`config.mk`:
```
export PLATFORM = sky130hd
export DESIGN_NAME = wb_initiator
export DESIGN_NICKNAME = d
export VERILOG_FILES = /design/src/rtl/wb_initiator.sv
export SDC_FILE = /design/constraint.sdc
export NUM_CORES = 1
export LEC_CHECK = 0
export CORE_MARGIN = 2
export CORE_UTILIZATION = 35
export CTS_CLUSTER_SIZE = 25
export DETAILED_ROUTE_END_ITERATION = 10
export PLACE_DENSITY = 0.73
export SETUP_SLACK_MARGIN = 0.2
export SYNTH_ARGS = -nofsm -noshare
export SYNTH_HDL_FRONTEND = slang
export SYNTH_SLANG_ARGS = --single-unit
```
`constraint.sdc`:
```
create_clock -name clk -period 3.64 [get_ports clk]
set_input_delay 0.728 -clock clk [delete_from_list [all_inputs] [get_ports clk]]
set_output_delay 0.728 -clock clk [all_outputs]
set_load 0.01 [all_outputs]
```
`src/rtl/wb_initiator.sv`:
```
`default_nettype none
// ============================================================================
// Module   : wb_initiator
// Purpose  : Single-outstanding Wishbone classic master. Converts one
//            core-side valid/ready request into one Wishbone cycle, waits
//            for ack, err or a timeout, then returns a one-cycle response.
// Revision : 1.0 - initial release
// ----------------------------------------------------------------------------
// Ports
//   clk        in   1   clock, all logic on posedge
//   reset      in   1   asynchronous, active-high
//   req_valid  in   1   request present
//   req_ready  out  1   high only in IDLE
//   req_we     in   1   1 = write, 0 = read
//   req_addr   in   32  byte address, bits [1:0] forced to 0 on the bus
//   req_wdata  in   32  write data
//   req_sel    in   4   byte lanes, 4'b0000 promoted to 4'b1111
//   rsp_valid  out  1   one-cycle response pulse
//   rsp_rdata  out  32  read data / 0 for writes / ERR_DATA on err or timeout
//   rsp_err    out  1   1 = bus error or timeout
//   wb_addr    out  32  Wishbone address
//   wb_wdata   out  32  Wishbone write data
//   wb_sel     out  4   Wishbone byte select
//   wb_we      out  1   Wishbone write enable
//   wb_cyc     out  1   Wishbone cycle
//   wb_stb     out  1   Wishbone strobe, always equal to wb_cyc
//   wb_rdata   in   32  Wishbone read data, valid with wb_ack
//   wb_ack     in   1   Wishbone acknowledge
//   wb_err     in   1   Wishbone error
// ============================================================================
module wb_initiator #(
    parameter int          TIMEOUT  = 256,
    parameter logic [31:0] ERR_DATA = 32'hDEAD_BEEF
) (
    input  logic        clk,
    input  logic        reset,
    input  logic        req_valid,
    output logic        req_ready,
    input  logic        req_we,
    input  logic [31:0] req_addr,
    input  logic [31:0] req_wdata,
    input  logic [3:0]  req_sel,
    output logic        rsp_valid,
    output logic [31:0] rsp_rdata,
    output logic        rsp_err,
    output logic [31:0] wb_addr,
    output logic [31:0] wb_wdata,
    output logic [3:0]  wb_sel,
    output logic        wb_we,
    output logic        wb_cyc,
    output logic        wb_stb,
    input  logic [31:0] wb_rdata,
    input  logic        wb_ack,
    input  logic        wb_err
);

    // Counter is wide enough to hold TIMEOUT; a disabled timeout still
    // needs a legal one-bit vector.
    localparam int CW = (TIMEOUT > 0) ? $clog2(TIMEOUT + 1) : 1;
    localparam logic [CW-1:0] c_CNT_LAST = (TIMEOUT > 0) ? CW'(TIMEOUT - 1) : '0;
    localparam logic [CW-1:0] c_CNT_MAX  = '1;
    localparam logic [CW-1:0] c_CNT_ONE  = CW'(1);

    localparam logic [1:0] c_ST_IDLE = 2'd0;
    localparam logic [1:0] c_ST_BUS  = 2'd1;
    localparam logic [1:0] c_ST_RESP = 2'd2;

    logic [1:0]    r_state;
    logic [CW-1:0] r_count;
    logic          w_timeout;
    logic          w_term;
    logic          w_fail;

    assign w_timeout = (TIMEOUT > 0) && (r_count == c_CNT_LAST);
    assign w_term    = wb_err | wb_ack | w_timeout;
    // err beats ack, ack beats timeout: only a clean ack is a success.
    assign w_fail    = wb_err | ~wb_ack;

    assign req_ready = (r_state == c_ST_IDLE);
    assign wb_stb    = wb_cyc;

    always_ff @(posedge clk or posedge reset) begin
        if (reset) begin
            r_state   <= c_ST_IDLE;
            r_count   <= '0;
            wb_cyc    <= 1'b0;
            wb_we     <= 1'b0;
            wb_addr   <= 32'h0;
            wb_wdata  <= 32'h0;
            wb_sel    <= 4'h0;
            rsp_valid <= 1'b0;
            rsp_err   <= 1'b0;
            rsp_rdata <= 32'h0;
        end else begin
            rsp_valid <= 1'b0;
            case (r_state)
                c_ST_IDLE: begin
                    if (req_valid) begin
                        wb_we    <= req_we;
                        wb_addr  <= req_addr & 32'hFFFF_FFFC;
                        wb_wdata <= req_wdata;
                        wb_sel   <= (req_sel == 4'h0) ? 4'hF : req_sel;
                        wb_cyc   <= 1'b1;
                        r_count  <= '0;
                        r_state  <= c_ST_BUS;
                    end
                end
                c_ST_BUS: begin
                    if (w_term) begin
                        // Drop the cycle on the terminating edge so the
                        // slave sees exactly one ack cycle.
                        wb_cyc    <= 1'b0;
                        wb_we     <= 1'b0;
                        rsp_valid <= 1'b1;
                        rsp_err   <= w_fail;
                        if (w_fail) begin
                            rsp_rdata <= ERR_DATA;
                        end else if (wb_we) begin
                            rsp_rdata <= 32'h0;
                        end else begin
                            rsp_rdata <= wb_rdata;
                        end
                        r_state <= c_ST_RESP;
                    end else if (r_count != c_CNT_MAX) begin
                        r_count <= r_count + c_CNT_ONE;
                    end
                end
                c_ST_RESP: begin
                    r_state <= c_ST_IDLE;
                end
                default: begin
                    r_state <= c_ST_IDLE;
                end
            endcase
        end
    end

endmodule
`default_nettype wire

```
== After elaboration in Yosys (flattened, before gate mapping) ==
Index checks and enable logic that the tools add are counted.
Widths: inputs -> output; s select.
Cells by class
  reduce and logical (&&, ||, !) cells: 8
  equality and inequality tests: 7
  add/sub/neg operators: 1
  bitwise logic cells: 4
  mux-type cells: 17
Operator list (number)
  $mux 32: 2
  $mux 9: 3
  $pmux 9 s2: 1
  $add 9x1->9 const B: 1
  $eq 9x8->1 const B: 1
  $ne 9x9->1 const B: 1
  $ne 2x2->1 const B: 4
  $reduce_and 2->1: 3
  $mux 1: 5
  $logic_not 4->1: 1
  $mux 2: 2
  $mux 4: 1
  $pmux 1 s2: 2
  $pmux 2 s2: 1
  $reduce_and 4->1: 1
  $or 1x1->1: 3
  $reduce_and 3->1: 1
  $eq 2x1->1 const B: 1
  $logic_not 2->1: 1
  $reduce_bool 2->1: 1
  $not 1->1: 1
Storage, ports and cells
  bits in registers: 113
  word-level logic and storage cells: 47

== Logic depth before layout (Yosys ltp) ==
  depth in word-level cells: 4
  gate-level depth with buffers: 10
  gate-level depth less buffers: 9

== Worst setup path before layout ==
Ideal clock, no wire load.
  kind: register -> register
  start: reg r_count[0]
  end: reg r_count[5]
  data required time: 3562 ps
  buffers on the path: 0
  cell stages (with the launch flop): 9
  slack: 1661 ps
  data arrival time: 1901 ps
  path through: dfrtp_1 > ha_1 > nand3_1 > nor2_1 > ha_1 > nor3b_2 > o22ai_1 > or4_1 > a21oi_1
Between the ends
  word-level cells in the longest chain between the ends: 4
Ends and longest elaborated chain
  start: declaration: RTL line 69  | logic [CW-1:0] r_count;
  start signal: assignment: RTL line 125  | r_count <= r_count + c_CNT_ONE;
  $add 9x1->9 or $eq 9x8->1 (tied branches): RTL line 125, 74
  $mux 9 or $or 1x1->1 (tied branches): RTL line 124, 75
  $mux 9 or $ne 2x2->1 (tied branches)
  $pmux 9 s2 or $reduce_and 4->1 (tied branches)
Parallel ways exist; a longest one is shown, timed or not. The select of a mux whose other input is x is not followed.
A chain may end at the register's enable or synchronous reset.

== Final worst setup path ==
  start: reg r_count[0]
  end: reg rsp_rdata[2]
Between the ends
  word-level cells in the longest chain between the ends: 3
Ends and longest elaborated chain
  $eq 9x8->1: RTL line 74  | assign w_timeout = (TIMEOUT > 0) && (r_count == c_CNT_LAST);
  $or 1x1->1: RTL line 75  | assign w_term = wb_err | wb_ack | w_timeout;
  $reduce_and 2->1 (no source line)
  end signal: assignment: RTL line 121  | rsp_rdata <= wb_rdata;
  end: declaration: RTL line 44  | output logic [31:0] rsp_rdata,
No other way between the ends.

==> results_dict.tcl <==
set metrics [dict create \
    grt_max_degree 78 \
    cts.path.max_buffers 2 \
    crit_path_max_fanout 35 \
    period_share_pct 67.75 \
    io_buffers 207 \
    grt_overflow_total 0 \
    ys_seq_area_share_pct 62.02 \
    drive_gt1_share_pct 5.825 \
    start_util_pct 35.98 \
    placementRows 41 \
    drt_iter0_drc 212 \
    drv_slew 0 \
    ys.flop_type "dfrtp_1" \
    nets 817 \
    yosys-top-cells-area "dfrtp_1 (62%), nand2_1 (17%), nand2b_1 (3.6%)" \
    tns_ns 0 \
    synth_area_sq_um 4559 \
    synthAdderAreaFrac_pct 0.8233 \
    status "finished clean" \
    cts_buffers 17 \
    die_h_um 118.1 \
    synthTopCellsByCount "nand2_1 (212), dfrtp_1 (113), nor2_1 (39), a21oi_1 (32), nand2b_1 (26)" \
    power.density_nw_per_um2 723.3 \
    r2r-start "r_count[0]$_DFFE_PP0P_" \
    clk_latency_ns 0.40 \
    wl_um 12170 \
    core_sq_um 12670 \
    r2r_end "rsp_rdata[2]$_DFFE_PP0P_" \
    r2r_setup_slack_ns 1.17 \
    crit_path_start "r_count[0]$_DFFE_PP0P_" \
    yosys.cell_types.count 27 \
    yosysMostFrequentCell "nand2_1" \
    synth_top_family_by_area "simple AND/OR/NAND/NOR gates" \
    cp.required_ns 3.91 \
    max_cap_violations 0 \
    dp_hpwl_um 8620 \
    synth-compound-area-share_pct 5.735 \
    worstHoldEndpoint "rsp_rdata[17]$_DFFE_PP0P_" \
    antenna_found_initial 0 \
    io_pins 212 \
    synth_top_area_share_pct 62.02 \
    ant_nets 0 \
    rsz0062_at_grt "false" \
    muxShareOfSynthArea_pct 0 \
    worstSetupStartpointType "flip-flop" \
    synthArstFlopShare_pct 100.0 \
    hp-class "reg -> reg" \
    grt_usage_pct 17.80 \
    ir_drop_mv 0.4154 \
    timing.slew.headroom_pct 41.27 \
    clk_pin_slew_ns 0.05 \
    cellLeakagePower_nw 3.394 \
    synthXorXnorAreaFrac_pct 0 \
    area_delta_synth_final_pct 62.68 \
    hold_viol_final 0 \
    criticalPathCategory "reg -> reg" \
    synth_area_leader_cell "dfrtp_1" \
    cp-end-kind "flip-flop" \
    die_w_um 118.1 \
    max_slew.worst_pin.slew_ns 0.8791 \
    hold_start "rsp_rdata[17]$_DFFE_PP0P_" \
    synth_seq_cells 113 \
    route.vias.total 4106 \
    wl_per_cell_um 13.63 \
    clock-root-buffer "clkbuf_16" \
    yosys.area_share.simple_pct 28.13 \
    hold_buffers 0 \
    total_power_w 0.005365 \
    cts_tree "built" \
    cp.arrival_ns 2.74 \
    diodes 0 \
    grt_pass1_vias 4077 \
    viasPerCell 4.598 \
    synth-edff-count 0 \
    ctsResizeCount 0 \
    globalplace.congestion 0.7739 \
    holdPathStages 2 \
    die_area_sq_um 13960 \
    drcViolationCount 0 \
    period_minus_slack_ns 2.466 \
    fmax_mhz 405.5 \
    finalClockSkew_ns 0.004922 \
    firstDrtPassIters 5 \
    syn_inst 503 \
    ctsHtreeMaxLevel 4 \
    post_cts_buffers 0 \
    yosys_warnings 0 \
    setup_viol 0 \
    r2r_cells 9 \
    grt_pass1_wl_um 19950 \
    synth.avg_cell_area_sq_um 9.064 \
    cts.sinks 113 \
]
## cell families (layout without fill, tap and decap cells)
logic type / Yosys count / after routing
buffers and inverters: 34 / 251
and+or+nand+nor: 304 / 304
other: 1 / 2
DFF: 113 / 113
adders and majority gates: 3 / 3
AOI/OAI and AO/OA: 48 / 48
## flip-flops by register name, indices dropped and copies added (netlist names)
name       cells
rsp_rdata     32
wb_wdata      32
wb_addr       30
r_count        9
wb_sel         4
r_state        2
rsp_err        1
rsp_valid      1
wb_cyc         1
wb_we          1
## metrics by stage
stage	std cells	instance area [sq um]	hold slack, ns	setup slack [ns]	utilization [%]
4_1_cts	893	7417	0.4656	1.160	58.54
6_report	893	7417	0.4633	1.174	58.54
5_1_grt	893	7417	0.4957	0.9825	58.54
3_3_place_gp	861	6797	0.4515	0.9207	53.64
2_1_floorplan	504	4567	0.4760	1.541	-
3_5_place_dp	861	6797	0.4541	0.8911	53.64
## cell type report
class | count | area [sq um]
multi-input cells | 357 | 1598
flip-flops and latches | 113 | 2828
repair buffers | 213 | 2130
fillers | 1106 | 5254
inverters | 6 | 26.28
well taps | 172 | 215.2
clock inverters | 11 | 160.2
clock buffers | 21 | 460.4
## how the worst max path moves through the flow
stage / cells after the start / slack [ns] / to
floorplan: 1 / 1.54 / r_count[0]$_DFFE_PP0P_
global placement: 6 / 0.92 / rsp_rdata[14]$_DFFE_PP0P_
detailed placement: 6 / 0.89 / rsp_rdata[2]$_DFFE_PP0P_
CTS: 9 / 1.16 / rsp_rdata[2]$_DFFE_PP0P_
global route: 9 / 0.98 / rsp_rdata[2]$_DFFE_PP0P_
finish: 9 / 1.17 / rsp_rdata[2]$_DFFE_PP0P_
## placed cells by master, fill, tap and decap left out, drive strengths merged
cell | Yosys | layout
bufinv | 0 | 4
buf | 18 | 6
ha | 3 | 3
or4b | 1 | 1
a211oi | 1 | 1
nor3b | 5 | 5
and3 | 1 | 1
o311ai | 1 | 1
nand2b | 26 | 26
nand2 | 212 | 212
o31ai | 2 | 2
clkinv | 0 | 5
nor3 | 5 | 5
or3 | 3 | 3
a21oi | 32 | 32
o21ai | 8 | 8
clkinvlp | 0 | 3
inv | 6 | 5
nand3 | 10 | 10
clkbuf | 10 | 21
nor2 | 39 | 39
or4 | 2 | 2
o22ai | 2 | 2
conb | 1 | 2
clkdlybuf4s50 | 0 | 207
dfrtp | 113 | 113
a22o | 2 | 2
## layer usage
layer  routed length [um]  GRT usage, %
met5                    0             0
met1                 5159         21.03
met3                  978         6.757
met2                 5836         29.12
met4                  200         7.304
## critical path, cell delays in order (launching register included)
cell	delay, ns
dfrtp_1	0.40
ha_1	0.24
nand3_1	0.09
nor2_1	0.06
ha_1	0.19
or3_1	0.37
nand2b_1	0.34
inv_2	0.35
nor2_1	0.21
a21oi_1	0.06
## where the power goes
part	switching, W	leakage, nW	internal [W]	total, W
sequential	0.000222	1.35	0.00165	0.00187
combinational	0.000802	1.74	0.000970	0.00177
clock	0.000548	0.303	0.00117	0.00172
(Power assumes the default switching activity.)
